**src/rtl/bp_pht_scheduler.sv**
```systemverilog
// ============================================================================
//  bp_pht_scheduler : gshare PHT port scheduler (lookups, buffered training,
//                     post-reset clear sweep) for a single-ported 2-bit table.
//  Revision: 1.0
// ============================================================================
`default_nettype none

module bp_pht_scheduler #(
    parameter int          IDX_W        = 8,
    parameter int          UPD_DEPTH    = 4,
    parameter int          STARVE_LIMIT = 3,
    parameter logic [1:0]  INIT_VALUE   = 2'b00
) (
    input  logic             clk,
    input  logic             reset_n,
    input  logic             lookup_valid,
    input  logic [63:0]      lookup_ip,
    output logic             lookup_ready,
    output logic             pred_valid,
    output logic             pred_taken,
    output logic [IDX_W-1:0] pred_index,
    input  logic             upd_valid,
    input  logic [IDX_W-1:0] upd_index,
    input  logic             upd_taken,
    output logic             upd_ready,
    output logic             pht_en,
    output logic             pht_we,
    output logic [IDX_W-1:0] pht_addr,
    output logic [1:0]       pht_wdata,
    input  logic [1:0]       pht_rdata
);

    localparam int c_PTR_W = (UPD_DEPTH > 2) ? $clog2(UPD_DEPTH) : 1;
    localparam int c_CNT_W = c_PTR_W + 1;
    localparam int c_STV_W = $clog2(STARVE_LIMIT + 2);

    typedef enum logic [1:0] {
        ST_INIT   = 2'd0,
        ST_RUN    = 2'd1,
        ST_UPD_WR = 2'd2
    } state_t;

    state_t              r_state;
    logic [IDX_W-1:0]    r_sweep;
    logic [IDX_W-1:0]    r_fifo_idx [UPD_DEPTH];
    logic                r_fifo_tkn [UPD_DEPTH];
    logic [c_PTR_W-1:0]  r_wr_ptr;
    logic [c_PTR_W-1:0]  r_rd_ptr;
    logic [c_CNT_W-1:0]  r_count;
    logic [IDX_W-1:0]    r_ghr;
    logic [c_STV_W-1:0]  r_starve;
    logic                r_pred_valid;
    logic [IDX_W-1:0]    r_pred_index;

    logic                w_fifo_empty;
    logic                w_fifo_full;
    logic [IDX_W-1:0]    w_head_idx;
    logic                w_head_tkn;
    logic [IDX_W-1:0]    w_lookup_idx;
    logic                w_upd_sel;
    logic                w_lookup_go;
    logic                w_push;
    logic                w_pop;
    logic [1:0]          w_trained;

    assign w_fifo_empty = (r_count == '0);
    assign w_fifo_full  = (r_count == c_CNT_W'(UPD_DEPTH));
    assign w_head_idx   = r_fifo_idx[r_rd_ptr];
    assign w_head_tkn   = r_fifo_tkn[r_rd_ptr];
    assign w_lookup_idx = lookup_ip[IDX_W+1:2] ^ r_ghr;

    // An update wins the port when idle, when the FIFO is about to back-pressure,
    // or when lookups have held it off for STARVE_LIMIT grants.
    assign w_upd_sel = !w_fifo_empty &&
                       (!lookup_valid || w_fifo_full ||
                        (r_starve >= c_STV_W'(STARVE_LIMIT)));

    // Combinational handshakes are gated by reset_n so nothing leaks while in reset.
    assign lookup_ready = reset_n && (r_state == ST_RUN) && !w_upd_sel;
    assign upd_ready    = reset_n && (r_state != ST_INIT) && !w_fifo_full;
    assign w_lookup_go  = lookup_valid && lookup_ready;
    assign w_push       = upd_valid && upd_ready;
    assign w_pop        = reset_n && (r_state == ST_UPD_WR);

    assign pred_valid   = r_pred_valid;
    assign pred_index   = r_pred_index;
    assign pred_taken   = r_pred_valid & pht_rdata[1];

    always_comb begin
        w_trained = pht_rdata;
        if (w_head_tkn) begin
            if (pht_rdata != 2'd3) begin
                w_trained = pht_rdata + 2'd1;
            end
        end else begin
            if (pht_rdata != 2'd0) begin
                w_trained = pht_rdata - 2'd1;
            end
        end
    end

    always_comb begin
        pht_en    = 1'b0;
        pht_we    = 1'b0;
        pht_addr  = '0;
        pht_wdata = 2'b00;
        if (reset_n) begin
            case (r_state)
                ST_INIT: begin
                    pht_en    = 1'b1;
                    pht_we    = 1'b1;
                    pht_addr  = r_sweep;
                    pht_wdata = INIT_VALUE;
                end
                ST_RUN: begin
                    if (w_upd_sel) begin
                        pht_en   = 1'b1;
                        pht_addr = w_head_idx;
                    end else if (lookup_valid) begin
                        pht_en   = 1'b1;
                        pht_addr = w_lookup_idx;
                    end
                end
                ST_UPD_WR: begin
                    pht_en    = 1'b1;
                    pht_we    = 1'b1;
                    pht_addr  = w_head_idx;
                    pht_wdata = w_trained;
                end
                default: begin
                    pht_en = 1'b0;
                end
            endcase
        end
    end

    always_ff @(posedge clk) begin
        if (!reset_n) begin
            r_state      <= ST_INIT;
            r_sweep      <= '0;
            r_wr_ptr     <= '0;
            r_rd_ptr     <= '0;
            r_count      <= '0;
            r_ghr        <= '0;
            r_starve     <= '0;
            r_pred_valid <= 1'b0;
            r_pred_index <= '0;
        end else begin
            r_pred_valid <= w_lookup_go;
            if (w_lookup_go) begin
                r_pred_index <= w_lookup_idx;
            end

            if (w_push) begin
                r_fifo_idx[r_wr_ptr] <= upd_index;
                r_fifo_tkn[r_wr_ptr] <= upd_taken;
                r_wr_ptr             <= r_wr_ptr + 1'b1;
                r_ghr                <= {r_ghr[IDX_W-2:0], upd_taken};
            end
            if (w_pop) begin
                r_rd_ptr <= r_rd_ptr + 1'b1;
            end
            if (w_push && !w_pop) begin
                r_count <= r_count + c_CNT_W'(1);
            end else if (w_pop && !w_push) begin
                r_count <= r_count - c_CNT_W'(1);
            end

            case (r_state)
                ST_INIT: begin
                    r_sweep <= r_sweep + 1'b1;
                    if (r_sweep == {IDX_W{1'b1}}) begin
                        r_state <= ST_RUN;
                    end
                end
                ST_RUN: begin
                    if (w_upd_sel) begin
                        r_state  <= ST_UPD_WR;
                        r_starve <= '0;
                    end else if (!w_fifo_empty &&
                                 (r_starve < c_STV_W'(STARVE_LIMIT))) begin
                        r_starve <= r_starve + c_STV_W'(1);
                    end
                end
                ST_UPD_WR: begin
                    r_state <= ST_RUN;
                end
                default: begin
                    r_state <= ST_INIT;
                end
            endcase
        end
    end

endmodule

`default_nettype wire

```
**config.mk**
```make
export PLATFORM = sky130hd
export DESIGN_NAME = bp_pht_scheduler
export DESIGN_NICKNAME = d
export VERILOG_FILES = /design/src/rtl/bp_pht_scheduler.sv
export SDC_FILE = /design/constraint.sdc
export NUM_CORES = 1
export LEC_CHECK = 0
export CORE_AREA = 8 8 92 94
export CTS_BUF_LIST = sky130_fd_sc_hd__clkbuf_4
export DETAILED_ROUTE_END_ITERATION = 8
export DIE_AREA = 0 0 100 102
export GPL_TIMING_DRIVEN = 0
export PLACE_DENSITY = 0.82
export SKIP_CTS_REPAIR_TIMING = 1
export SYNTH_ARGS = -nofsm -noshare
export SYNTH_HDL_FRONTEND = slang
export SYNTH_SLANG_ARGS = --single-unit
```
**constraint.sdc**
```tcl
create_clock -name clk -period 2.84 [get_ports clk]
set_clock_uncertainty 0.05 [all_clocks]
set_input_delay 0.284 -clock clk [delete_from_list [all_inputs] [get_ports clk]]
set_output_delay 0.284 -clock clk [all_outputs]
set_load 0.01 [all_outputs]
```
==> flow_summary.toml, run 1 <==
[outcome]
status = "complete, but fails checks"
violations = "setup timing"

[routing]
via_count = 2305
post-route-drc-count = 0
wl_per_cell_um = 16.1
routed_wl_um = 7070
postRouteAntennaNets = 0
via_per_inst = 5.25
first_pass_iters = 4
first_iter_violations = 79

[sta]
worstMarginPinSlew_ns = 0.608
maxSlewViolCount = 0
rsz0062_at_grt = "true"
finalCritPeriodShare_pct = 103
setup_ws_ns = -0.0798
fmax_mhz = 342
relSlewSlack_pct = 59.4
finalCriticalPeriod_ns = 2.92
setup_violations = 1
final_hold_viol_count = 0
hold_ws_ns = 0.414

[pwr]
p_leak_nw = 1.54
peakVddDrop_mv = 0.274
p_per_area_nw_per_um2 = 472
p_total_w = 0.00193

[synth]
synth-edff-count = 36
syn-instance-count = 273
ys_warn_count = 0
avgSynthCellArea_um2 = 11.9
ys_types = 42
async_reset_ff_share_pct = 0
ys.flop_type = "dfxtp_1"
synthTopCellsByArea = "edfxtp_1, dfxtp_1, mux4_2"
post_synth_instance_area_um2 = 3260
synth.top_cell.area_share_pct = 33.2
synth_area_leader_cell = "edfxtp_1"
seq_area_frac_synth_pct = 57.1
synth_nets = 361
ys_seq_elements = 75

[die]
pin_count = 103
num_rows = 31
coreArea_um2 = 7060
initial_core_util_pct = 46.2
die_w_um = 100
die_h_um = 102
die_area_um2 = 10200

[finish]
stdcell_count = 439
syn2layout_area_growth_pct = 25.6
mostFrequentLayoutCells = "clkdlybuf4s50_1, dfxtp_1, edfxtp_1, nand2_1, a21oi_1"
antennaDiodeCount = 0
drive_gt1_share_pct = 19.7
final_cell_area_um2 = 4090
layout_commonest_cell = "clkdlybuf4s50_1"
nets = 423

[setup_path]
crit_fanout = 8
arrival_ns = 2.59
slowest_stage = "clkdlybuf4s50_1"
critPathMaxStageDelay_ns = 0.56
cp-end-kind = "output pin"
path_cells = "ha_1, ha_1, inv_1, a41oi_4, nor2_4, nand2_1, a21oi_2, clkdlybuf4s50_1"
critical_path_class = "flop to output pin"
cp_common_cell = "ha_1"
cp.required_ns = 2.51
startpoint_type = "flop"

[hold_path]
min_path_type = "input port to flop"

[grt]
grt_start_max_net_pins = 16
grt_pass1_wl_um = 11200
grt.total_usage_pct = 14.5
grt_pass1_vias = 2322
antenna_found_initial = 0
grt_overflow = 0

[placement]
gp_congestion = 0.824
dpl.hpwl_um = 5040
placed_area_um2 = 3840
io_buffers = 46
placed_cells = 418

[clock_network]
numCtsBuffers = 9
clock_sinks = 75
cts_tree = "done"
clockBufferDepth = 2
ctsRootBufferMaster = "clkbuf_4"
cts_max_level = 3
cts.clk_slew.worst_paths_ns = 0.14
clk_latency_ns = 0.44

[run]
maxCapViolations = 0
==> logic make-up (layout without fill, tap and decap cells) <==
family | count (synthesis) | in the layout | share of synthesized area, %
adders and majority gates | 9 | 9 | 3.68
xor gates and xnor gates | 20 | 20 | 5.37
and+or+nand+nor | 81 | 81 | 12.4
buffers and inverters | 17 | 84 | 2.57
AOI/OAI and AO/OA | 61 | 61 | 12.4
muxes | 10 | 10 | 6.52
DFF | 75 | 75 | 57.1
==> final timing paths <==
path,start,endpoint,slack [ns],depth (start not counted)
max,r_starve[0],pht_addr[0],-0.08,8
min,upd_index[5],r_fifo_idx[2][5],0.41,1
max reg2reg,r_state[1],r_count[2],0.09,11
min reg2reg,r_ghr[5],r_ghr[6],0.43,2
==> stage by stage <==
step / worst slack [ns] / util (%) / setup TNS (ns)
6_report: -0.0798 / 58.0 / -0.0798
4_1_cts: -0.357 / 56.6 / -2.48
5_1_grt: -0.210 / 58.0 / -0.228
3_5_place_dp: -0.239 / 54.5 / -0.239
2_1_floorplan: 0.349 / - / 0
3_3_place_gp: -0.179 / 54.5 / -0.179
==> layer usage <==
metal / vias to the layer above / track usage (%) / share of wire [%]
met2: 72 / 24.3 / 49
met3: 16 / 4.63 / 6.4
met1: 1114 / 16.4 / 43
li1: 1103 / - / -
met4: 0 / 6.86 / 1.9
met5: - / 0 / 0
==> cells in the mapped netlist (2+ instances only) <==
library cell,count
nor3_1,3
nor2_1,18
and2b_1,2
o21ai_0,2
nand2_1,29
clkbuf_1,3
o21ai_1,13
xor2_1,16
mux4_2,9
nand3_1,2
ha_1,8
a31oi_1,2
nand2_2,9
and2_1,3
a21oi_2,9
dfxtp_1,39
a22oi_1,8
a21oi_1,21
inv_1,8
buf_2,2
buf_1,2
xnor2_1,4
and3_1,7
edfxtp_1,36
==> power by group <==
part | total [W] | leakage (nW) | internal (W) | switching [W]
clock | 0.000707 | 0.0755 | 0.000283 | 0.000424
combinational | 0.0000851 | 0.830 | 0.0000446 | 0.0000404
sequential | 0.00114 | 0.639 | 0.00113 | 0.00000452
==> sequential cells by signal (all words and copies together) (netlist names), named ones only <==
| register | count |
|---|---|
| r_sweep | 8 |
| pred_index | 8 |
| r_fifo_idx | 32 |
| r_starve | 3 |
| pred_valid | 1 |
| r_wr_ptr | 2 |
| r_ghr | 8 |
| r_fifo_tkn | 4 |
| r_count | 3 |
| r_state | 2 |
| r_rd_ptr | 2 |
==> worst max-delay path: cells and delay by family (launching register included) <==
family | cells | cell delay [ns]
flip-flops | 1 | 0.37
adder cells (fa/ha/maj) | 2 | 0.40
buffers and inverters | 2 | 0.66
AO/OA/AOI/OAI | 2 | 0.34
AND/OR/NAND/NOR | 2 | 0.38
==> cell type report <==
| type | instances | area, µm² |
|---|---|---|
| clock inverter | 7 | 82.6 |
| tap | 99 | 124 |
| buffer | 7 | 48.8 |
| clock buffer | 9 | 67.6 |
| inverter | 9 | 35.0 |
| fill | 568 | 2970 |
| sequential | 75 | 1860 |
| timing repair buffer | 52 | 523 |
| multi-input combinational | 181 | 1350 |
(Power assumes the default switching activity.)
==> run 2: changes to the inputs <==
--- a/config.mk
+++ b/config.mk
@@ -9,6 +9,7 @@
 export CTS_BUF_LIST = sky130_fd_sc_hd__clkbuf_4
 export DETAILED_ROUTE_END_ITERATION = 8
 export DIE_AREA = 0 0 100 102
+export GPL_ROUTABILITY_DRIVEN = 0
 export GPL_TIMING_DRIVEN = 0
 export PLACE_DENSITY = 0.82
 export SKIP_CTS_REPAIR_TIMING = 1
==> results of run 2 <==
Final layout, timing and power as in run 1 (identical DEF).
==> run 3: changes to the inputs <==
--- a/config.mk
+++ b/config.mk
@@ -11,7 +11,7 @@
 export DIE_AREA = 0 0 100 102
 export GPL_ROUTABILITY_DRIVEN = 0
 export GPL_TIMING_DRIVEN = 0
-export PLACE_DENSITY = 0.82
+export PLACE_DENSITY = 0.81
 export SKIP_CTS_REPAIR_TIMING = 1
 export SYNTH_ARGS = -nofsm -noshare
 export SYNTH_HDL_FRONTEND = slang
==> run 3 against run 2 <==
Against the previous run:
- the flow now finishes without violations
- total power grew 2.5%
- cell area up 0.98%
- maximum frequency grew 8.3%
- first-iteration DRC count increased by 53%
- sequential cell count stayed put
- hold slack improved by 0.011 ns
- cell count is 0.91% higher
- non-clock buffer count grew 4
- combinational power down 1%
- critical endpoint is now pht_wdata[0]
- largest cell class unchanged
==> flow_summary.toml, run 3 (same netlist as run 1, synthesis figures left out) <==
[pwr]
p_leak_nw = 1.59
p_per_area_nw_per_um2 = 479
peakVddDrop_mv = 0.262

[routing]
wl_per_cell_um = 16.1
via_count = 2294
first_iter_violations = 121
routed_wl_um = 7120
post-route-drc-count = 0
postRouteAntennaNets = 0
first_pass_iters = 8
via_per_inst = 5.18

[placement]
io_buffers = 46
pre_cts_slack_ns = -0.212
dpl.hpwl_um = 5010

[sta]
finalCritPeriodShare_pct = 94.9
setup_violations = 0
maxSlewViolCount = 0
worstMarginPinSlew_ns = 0.624
final_hold_viol_count = 0
fmax_mhz = 371
relSlewSlack_pct = 58.4
setup_ws_ns = 0.144
finalCriticalPeriod_ns = 2.70
tns_ns = 0

[die]
coreArea_um2 = 7060
die_w_um = 100
die_h_um = 102
pin_count = 103
initial_core_util_pct = 46.2
die_area_um2 = 10200
num_rows = 31

[setup_path]
cp.buffers_inverters = 2
slowest_stage = "mux4_2"
path_cells = "buf_2, mux4_2, o21bai_1, a21oi_1, clkdlybuf4s50_1"
arrival_ns = 2.36
cp.required_ns = 2.51
r2r_cells = 12
cp-end-kind = "output pin"
startpoint_type = "flop"
critPathTopFamily = "buffers and inverters"
critical_path_class = "flop to output pin"
cp.depth = 5
crit_fanout = 9
reg2reg_slack_ns = 0.18
critPathMaxStageDelay_ns = 0.60

[clock_network]
clk_latency_ns = 0.43
clock_sinks = 75
ctsRootBufferMaster = "clkbuf_4"
numCtsBuffers = 9
cts.clk_slew.worst_paths_ns = 0.13
cts_max_level = 3
clockBufferDepth = 2
cts_tree = "done"

[grt]
grt_pass1_vias = 2329
grt.total_usage_pct = 14.4
grt_overflow = 0
grt_start_max_net_pins = 15
antenna_found_initial = 0
grt_pass1_wl_um = 11300

[hold_path]
min_path_type = "input port to flop"
hold_depth = 1

[finish]
antennaDiodeCount = 0
syn2layout_area_growth_pct = 26.8
mostFrequentLayoutCells = "dfxtp_1, clkdlybuf4s50_1, edfxtp_1, nand2_1, a21oi_1"
drive_gt1_share_pct = 19.5
nets = 427
largest_reg_flops = 32
top_register = "r_fifo_idx"

[outcome]
status = "finished, final reports clean"

[run]
maxCapViolations = 0
## run 3: path summary, 6_finish.rpt
kind,end,startpoint
setup / recovery,pht_wdata[0],flop
hold / removal,r_fifo_idx[3][5],upd_index[5]
setup reg to reg,r_count[2],r_count[0]
hold reg to reg,r_ghr[7],r_ghr[6]
## run 3: through the flow
step	std cells	area [µm²]	utilization [%]	hold WS [ns]	total power, W
2_1_floorplan	273	3260	-	0.333	0.00119
3_3_place_gp	418	3840	54.5	0.417	0.00124
3_5_place_dp	418	3840	54.5	0.423	0.00125
4_1_cts	434	4010	56.8	0.408	0.00199
5_1_grt	443	4130	58.6	0.404	0.00205
6_report	443	4130	58.6	0.425	0.00198
## run 3: metal layers
metal | GRT usage [%] | up-vias | part of all wire [%]
met1 | 15.9 | 1109 | 42
met4 | 5.35 | 0 | 1.6
met3 | 5.45 | 9 | 6.3
met2 | 24.9 | 66 | 50
li1 | - | 1110 | -
met5 | 0 | - | 0
## run 3: final cells by class
cell class	count	area, µm²
fill	568	2930
sequential	75	1860
multi-input combinational	181	1350
timing repair buffer	55	548
tap	99	124
clock inverter	7	98.8
clock buffer	9	67.6
buffer	8	48.8
inverter	9	35.0
## run 3: power breakdown
group	total, W	internal (W)	leakage (nW)	switching, W
Sequential	0.00114	0.00113	0.639	0.00000442
Combinational	0.0000842	0.0000439	0.859	0.0000403
Clock	0.000756	0.000363	0.0885	0.000393
